### config.mk
export PLATFORM = sky130hd
export DESIGN_NAME = fifo_4b
export DESIGN_NICKNAME = d
export VERILOG_FILES = /design/src/rtl/fifo_4b.sv
export SDC_FILE = /design/constraint.sdc
export NUM_CORES = 1
export LEC_CHECK = 0
export CAP_MARGIN = 20
export CORE_MARGIN = 8
export CORE_UTILIZATION = 55
export CTS_CLUSTER_SIZE = 14
export DETAILED_ROUTE_END_ITERATION = 12
export GPL_ROUTABILITY_DRIVEN = 0
export PLACE_DENSITY = 0.93
export SLEW_MARGIN = 0
export SYNTH_ARGS = -nofsm -noshare
export SYNTH_HDL_FRONTEND = slang
export SYNTH_SLANG_ARGS = --single-unit
### constraint.sdc
create_clock -name clk -period 3.1 [get_ports clk]
set_input_delay 0.62 -clock clk [delete_from_list [all_inputs] [get_ports clk]]
set_output_delay 0.62 -clock clk [all_outputs]
set_load 0.05 [all_outputs]
### src/rtl/fifo_4b.sv
// Circular-buffer FIFO of 4-bit entries with val/rdy on both ends.
// Occupancy is tracked by count; pointers only address storage.
module fifo_4b #(
    parameter int DEPTH = 4
) (
    input  logic                       clk,
    input  logic                       reset,
    input  logic                       enq_val,
    output logic                       enq_rdy,
    input  logic [3:0]                 enq_msg,
    output logic                       deq_val,
    input  logic                       deq_rdy,
    output logic [3:0]                 deq_msg,
    output logic [$clog2(DEPTH+1)-1:0] count
);

    localparam int PW = $clog2(DEPTH);
    localparam int CW = $clog2(DEPTH + 1);

    logic [3:0]    mem [DEPTH];
    logic [PW-1:0] wr_ptr;
    logic [PW-1:0] rd_ptr;
    logic          enq_fire;
    logic          deq_fire;

    // Ready/valid depend only on registered count, never on the far side.
    assign enq_rdy  = (count != CW'(DEPTH)) & !reset;
    assign deq_val  = (count != '0) & !reset;
    assign enq_fire = enq_val & enq_rdy;
    assign deq_fire = deq_val & deq_rdy;
    assign deq_msg  = mem[rd_ptr];

    always_ff @(posedge clk) begin
        if (enq_fire)
            mem[wr_ptr] <= enq_msg;
    end

    always_ff @(posedge clk) begin
        if (reset) begin
            wr_ptr <= '0;
            rd_ptr <= '0;
        end else begin
            if (enq_fire)
                wr_ptr <= wr_ptr + PW'(1);
            if (deq_fire)
                rd_ptr <= rd_ptr + PW'(1);
        end
    end

    always_ff @(posedge clk) begin
        if (reset) begin
            count <= '0;
        end else begin
            unique case ({enq_fire, deq_fire})
                2'b10:   count <= count + CW'(1);
                2'b01:   count <= count - CW'(1);
                default: count <= count;
            endcase
        end
    end

endmodule

Word level (Yosys, flattened, before mapping)
Memory sizes are Yosys's and may differ from the RTL's. A register that Yosys moved wholly into a read port is not among the register bits.
Cells that the tools add are included.
Cells by class
  $add $sub $neg: 4
  multipliers: 0
  divide/modulo/power cells: 0
  magnitude comparators: 0
  eq/ne operators: 3
  shift-type cells: 0
  mux-type cells: 5
  bitwise operators: 4
  reductions and logical operators: 3
Operators by type and width (count)
  $pmux 3 s2: 1
  $add 2x1->2 const B: 2
  $and 1x1->1: 4
  $mux 2: 2
  $add 3x1->3 const B: 1
  $ne 3x3->1 const B: 1
  $reduce_bool 3->1: 1
  $sub 3x1->3 const B: 1
  $eq 2x1->1 const B: 1
  $eq 2x2->1 const B: 1
  $mux 1: 2
  $reduce_bool 2->1: 1
  $logic_not 1->1: 1
Storage, ports and cells
  register bits after elaboration: 7
  latch bits: 0
  memory bits (writable): 16
  memory bits (read-only): 0
  bits of input ports: 8
  output and inout port bits: 9
  word-level logic and storage cells: 23
  memories: 1
Memory list
  mem: depth 4, width 4, read ports 1, clocked after memory_dff 1, wr ports 1, RTL line 20  | logic [3:0] mem [DEPTH];

Longest topological paths before layout
Gate-level depths: netlist of the first run.
  word-level depth: 5
  gate-level depth with buffers: 9
  depth with buffers taken out: 9

Worst setup path after synthesis of the first run
Ideal clock, no wire load.
  path type: reg2reg
  start: register count[2]
  end: register count[2]
  library setup time: 0.071 ns
  arrival time: 2.323 ns
  required time: 3.029 ns
  setup slack: 0.707 ns
  cell stages (with the launch flop): 10
  path buffers: 0
  period minus slack after synthesis: 2.393 ns
  path through: dfxtp_1 -> nor3b_2 -> nor3b_4 -> inv_1 -> ha_1 -> inv_1 -> fa_1 -> xor2_1 -> or3_1 -> a21oi_1
On the way
  word-level cells in the longest chain between the ends: 5
  elaborated cells between the ends (all ways): 12
  classes of those cells: add/sub: 2; eq/ne: 3; mux: 1; bitwise: 4; reduce/logical: 2
Ends and longest elaborated chain
  start, declared: RTL line 14  | output logic [$clog2(DEPTH+1)-1:0] count
  start signal, assigned: RTL line 55  | 2'b10: count <= count + CW'(1);
  start signal, assigned: RTL line 56  | 2'b01: count <= count - CW'(1);
  start signal, assigned: RTL line 57  | default: count <= count;
  $ne 3x3->1 / $reduce_bool 3->1 (equally long branches): RTL line 27, 28
  $and 1x1->1, on equally long branches: RTL line 27, 28
  $and 1x1->1, on equally long branches: RTL line 29, 30
  $eq 2x1->1 / $eq 2x2->1 (equally long branches): RTL line 54  | unique case ({enq_fire, deq_fire})
  $pmux 3 s2 / $reduce_bool 2->1 (equally long branches)
Several ways; a longest one is shown, not always the timed one.
A chain may end at the register's enable or synchronous reset.

==> flow_summary.ini, run 1 <==
[logic_synthesis]
yosysMostFrequentCell = edfxtp_1
synth_edf_count = 16
syn_area_sq_um = 1070
synth-warning-count = 0
synth_common_cells = edfxtp_1, nor2_1, dfxtp_1
ys_async_sr_fraction = 0
synth_ff_type = edfxtp_1
syn_avg_cell_area_sq_um = 14.8
synth_top_area_frac = 0.451
yosysUniqueCellTypes = 22
synth_fp_nets = 86
synth_top_area_cell = edfxtp_1
synthTopCellsByArea = edfxtp_1, dfxtp_1, mux4_2, ha_1, nor2_1
netlist_instances = 72
seq_area_frac_synth = 0.620
ys_seq_elements = 25

[die]
die_w_microns = 60.0
ios = 17
fp.coreArea_sq_um = 1900
dieHeight_microns = 60.0
start_util = 0.561
die_area_sq_um = 3600
num_rows = 16

[global_route]
grt_pass1_vias = 662
grt_max_degree = 16
grtUsageTotal = 0.116
grt-ovfl-total = 0
grt_pass1_wl_mm = 3.07
antenna_found_initial = 0

[route]
routedWlPerCell_microns = 15.3
dr.pass1.iters = 4
wl_mm = 1.82
num_vias = 614
detail-route-antenna-nets = 0
remaining_drc_errors = 0
drt_iter0_markers = 17
via_per_inst = 5.16

[clocking]
htreeDepth = 1
cts.sinks = 25
clock_latency_ps = 320
cts.path.max_buffers = 2
post_cts_resized = 0
cts-root-buf = clkbuf_4
ctsHoldBuffers = 0
clk_pin_slew_ps = 150
tritoncts = yes
cts_setup_buffers = 0
cts_made_buffers = 3

[setup_path]
start_kind = flip-flop
cp.required_ps = 2480
r2r_setup_slack_ps = 870
cp-end-kind = output pin
critical_path_class = reg2out
path_max_fanout = 4
crit_arrival_ps = 2100

[flow_run]
maxCapViolations = 0

[sta]
slew_viol_final = 0
rsz0062_at_grt = no
fin_crit_sh = 0.876
hold_violations = 0
setup_viol = 0
post-route-min-period_ps = 2720
slew_headroom = 0.656
clock_skew_ps = 16.3
fmax_mhz = 368
worstMarginPinSlew_ps = 514
fin_setup_tns_ps = 0
whs_ps = 537
postLayoutSetupSlackWorst_ps = 384

[finish]
stdcell_area_sq_um = 1290
area_growth_pct = 20.9
drive_above_1_share = 0.185
fillers = 145
diodes = 0
fin_util = 0.678
final_nets = 107

[status]
outcome = finished, final reports clean

[placement]
place_hpwl_mm = 1.40
place_ws_ps = 430
dpl_cell_area_sq_um = 1260
io_buffers = 16

[worst_hold_path]
hp-class = reg2reg

[power_and_ir_drop]
vdd_drop_max_mv = 0.304
leakage_uw = 0.000454
powerDensity_nw_per_um2 = 546
[metrics by stage]
stage | total power (uW) | std cells
global placement | 560 | 115
CTS | 708 | 119
detailed placement | 566 | 115
finish | 704 | 119
floorplan | 510 | 72
global route | 738 | 119
[worst paths after layout]
| kind | from | end | depth (start not counted) |
|---|---|---|---|
| worst min-delay path | wr_ptr[0] | wr_ptr[0] | 1 |
| worst max register to register | count[2] | count[2] | 9 |
| worst max-delay path | flip-flop | deq_msg[3] | 2 |
| worst min register to register | wr_ptr[0] | wr_ptr[0] | 1 |
[cells in the final DEF (no fill, tap or decap), drive strengths merged, types with 2 or more instances in the layout]
master	netlist	routed
clkbuf	1	3
ha	5	5
edfxtp	16	16
a21oi	2	2
nor2	10	10
clkdlybuf4s50	0	14
dfxtp	9	9
xor2	4	4
and2	4	4
mux4	4	4
buf	0	3
nor3b	2	2
inv	6	6
[flip-flops by register name, summed over array words and instances, names as in the netlist, named ones only]
register and cells:
mem 16, count 3, rd_ptr 2, wr_ptr 2
[worst max-delay path, cell delays in order (launching register included)]
cell and delay [ps]:
dfxtp_1 500, mux4_2 540, clkdlybuf4s50_1 720
[cells by family (layout without fill, tap and decap cells)]
logic type / after synthesis / in the layout / synth area share
buf+inv: 7 / 27 / 0.0246
simple gates: 19 / 19 / 0.108
fa+ha+maj: 6 / 6 / 0.0775
xor+xnor: 4 / 4 / 0.0329
mux: 6 / 6 / 0.108
flops: 25 / 25 / 0.620
compound gates: 5 / 5 / 0.0293
[per-layer routing]
layer,wire [microns],global-route usage,vias to the layer above
met3,100,0.0323,2
met2,912,0.205,19
met5,0,0,-
met4,16,0.0340,0
li1,-,-,295
met1,786,0.132,298
[report_power, final]
part           total, uW  switching (uW)  internal [uW]
Clock                148            98.7           49.3
Combinational        162            94.8           67.1
Sequential           394            20.0            374
Total                704             213            491
[cell type report]
type	count	area, sq um	area share
clock buffers	3	22.5	0.0175
flip-flops and latches	25	661	0.513
clock inverters	1	7.51	0.00583
inverters	6	22.5	0.0175
repair buffers	17	163	0.126
multi-input cells	40	379	0.294
well taps	27	33.8	0.0262
Note: power is estimated with default switching activity, not from simulation.
==> run 2, diff against run 1 <==
--- a/constraint.sdc
+++ b/constraint.sdc
@@ -3,2 +3,2 @@
 set_output_delay 0.62 -clock clk [all_outputs]
-set_load 0.05 [all_outputs]
+set_load 0.1 [all_outputs]
==> flow_summary.ini, run 2 (synthesis gave the netlist of run 1 again) <==
[finish]
fillers = 146
top_register = mem
final-instance-count-excl-fill = 119
diodes = 0
final_common_cell = edfxtp_1
area_growth_pct = 21.8
drive_above_1_share = 0.272
multi_input_area_sq_um = 382
reg.largest.list = mem (16), count (3)
regArea_sq_um = 661
largest_register_ffs = 16
final_nets = 107
mostFrequentLayoutCells = edfxtp_1, nor2_1, dfxtp_1

[clocking]
cts-root-buf = clkbuf_4
ctsHoldBuffers = 0
cts.sinks = 25
clock_latency_ps = 310
htreeDepth = 1
tritoncts = yes
post_cts_resized = 0
cts_setup_buffers = 0
clk_pin_slew_ps = 130
cts_made_buffers = 3
cts.path.max_buffers = 2

[setup_path]
crit_arrival_ps = 2660
worst-path-buf-inv = 3
path_delay_family = buffers and inverters
start_kind = input port
critical_path_class = in2reg
cp-end-kind = flip-flop
r2r_cells = 9
path_cells = clkdlybuf4s50_1 -> buf_4 -> nor2_1 -> ha_1 -> inv_1 -> fa_1 -> xor2_1 -> or3_1 -> a21oi_1
r2r_setup_slack_ps = 840
r2r-end = count[2]
cp.required_ps = 3340
r2r-start = count[2]
cp_slowest_cell = clkdlybuf4s50_1
slowest_delay_ps = 490
path_max_fanout = 10

[worst_hold_path]
min_from = wr_ptr[0]
min_to = wr_ptr[0]
whs_path_depth = 1
hp-class = reg2reg

[route]
dr.pass1.iters = 4
detail-route-antenna-nets = 0
routedWlPerCell_microns = 14.3
wl_mm = 1.70
num_vias = 595
drt_iter0_markers = 9
via_per_inst = 5.00
remaining_drc_errors = 0

[global_route]
grtUsageTotal = 0.111
grt-ovfl-total = 0
grt_max_degree = 16
grt_pass1_vias = 638
antenna_found_initial = 0
grt_pass1_wl_mm = 3.00

[flow_run]
maxCapViolations = 0

[die]
num_rows = 16
fp.coreArea_sq_um = 1900
die_area_sq_um = 3600
start_util = 0.561
die_w_microns = 60.0
ios = 17
dieHeight_microns = 60.0

[sta]
fmax_mhz = 414
slew_headroom = 0.694
setup_viol = 0
slew_viol_final = 0
fin_setup_tns_ps = 0
post-route-min-period_ps = 2410
rsz0062_at_grt = no
hold_violations = 0
fin_crit_sh = 0.779
worstMarginPinSlew_ps = 453
clock_skew_ps = 9.16

[placement]
place_inst = 115
place_hpwl_mm = 1.38
io_buffers = 16

[power_and_ir_drop]
vdd_drop_max_mv = 0.349
powerDensity_nw_per_um2 = 583
leakage_uw = 0.000471

[status]
outcome = finished, final reports clean
run 2: cell types whose count changed in the layout (fill, tap and decap cells not counted):
cell,change
clkdlybuf4s50_1,-7
buf_4,+5
buf_12,+2
nor2_1,-1
nor2_2,+1
run 2: metal layers:
layer / vias to the layer above / wire length [microns] / part of all wire / global-route usage
li1: 294 / - / - / -
met1: 283 / 692 / 0.41 / 0.125
met2: 16 / 880 / 0.52 / 0.194
met3: 2 / 118 / 0.069 / 0.0387
met4: 0 / 8 / 0.0047 / 0.0306
met5: - / 0 / 0 / 0
run 2: power breakdown:
part	switching [uW]	leakage (uW)	internal (uW)
Sequential	19.8	0.000219	374
Clock	93.0	0.0000139	49.1
Combinational	151	0.000239	69.8
run 2: how the worst max path moves through the flow:
stage                   from        to  slack, ps  depth (start not counted)
floorplan           count[1]   deq_val         30                          2
global placement       reset  count[2]        460                          9
detailed placement     reset  count[2]        350                          9
CTS                    reset  count[2]        690                          9
global route           reset  count[2]        620                          9
finish                 reset  count[2]        690                          9
run 2: layout make-up:
class | instances | share of cell area
Clock buffer | 3 | 0.0173
Clock inverter | 1 | 0.00578
Inverter | 6 | 0.0173
Multi-Input combinational cell | 40 | 0.294
Sequential cell | 25 | 0.509
Tap cell | 27 | 0.0260
Timing Repair Buffer | 17 | 0.131
run 2: through the flow:
| stage | area [sq um] | power (uW) | hold WS (ps) | utilization | setup slack, ps |
|---|---|---|---|---|---|
| global placement | 1270 | 619 | 502 | 0.667 | 459 |
| global route | 1300 | 798 | 568 | 0.683 | 621 |
| floorplan | 1070 | 567 | 475 | - | 27.0 |
| finish | 1300 | 757 | 531 | 0.683 | 687 |
| detailed placement | 1270 | 625 | 511 | 0.667 | 350 |
| CTS | 1300 | 767 | 542 | 0.683 | 686 |
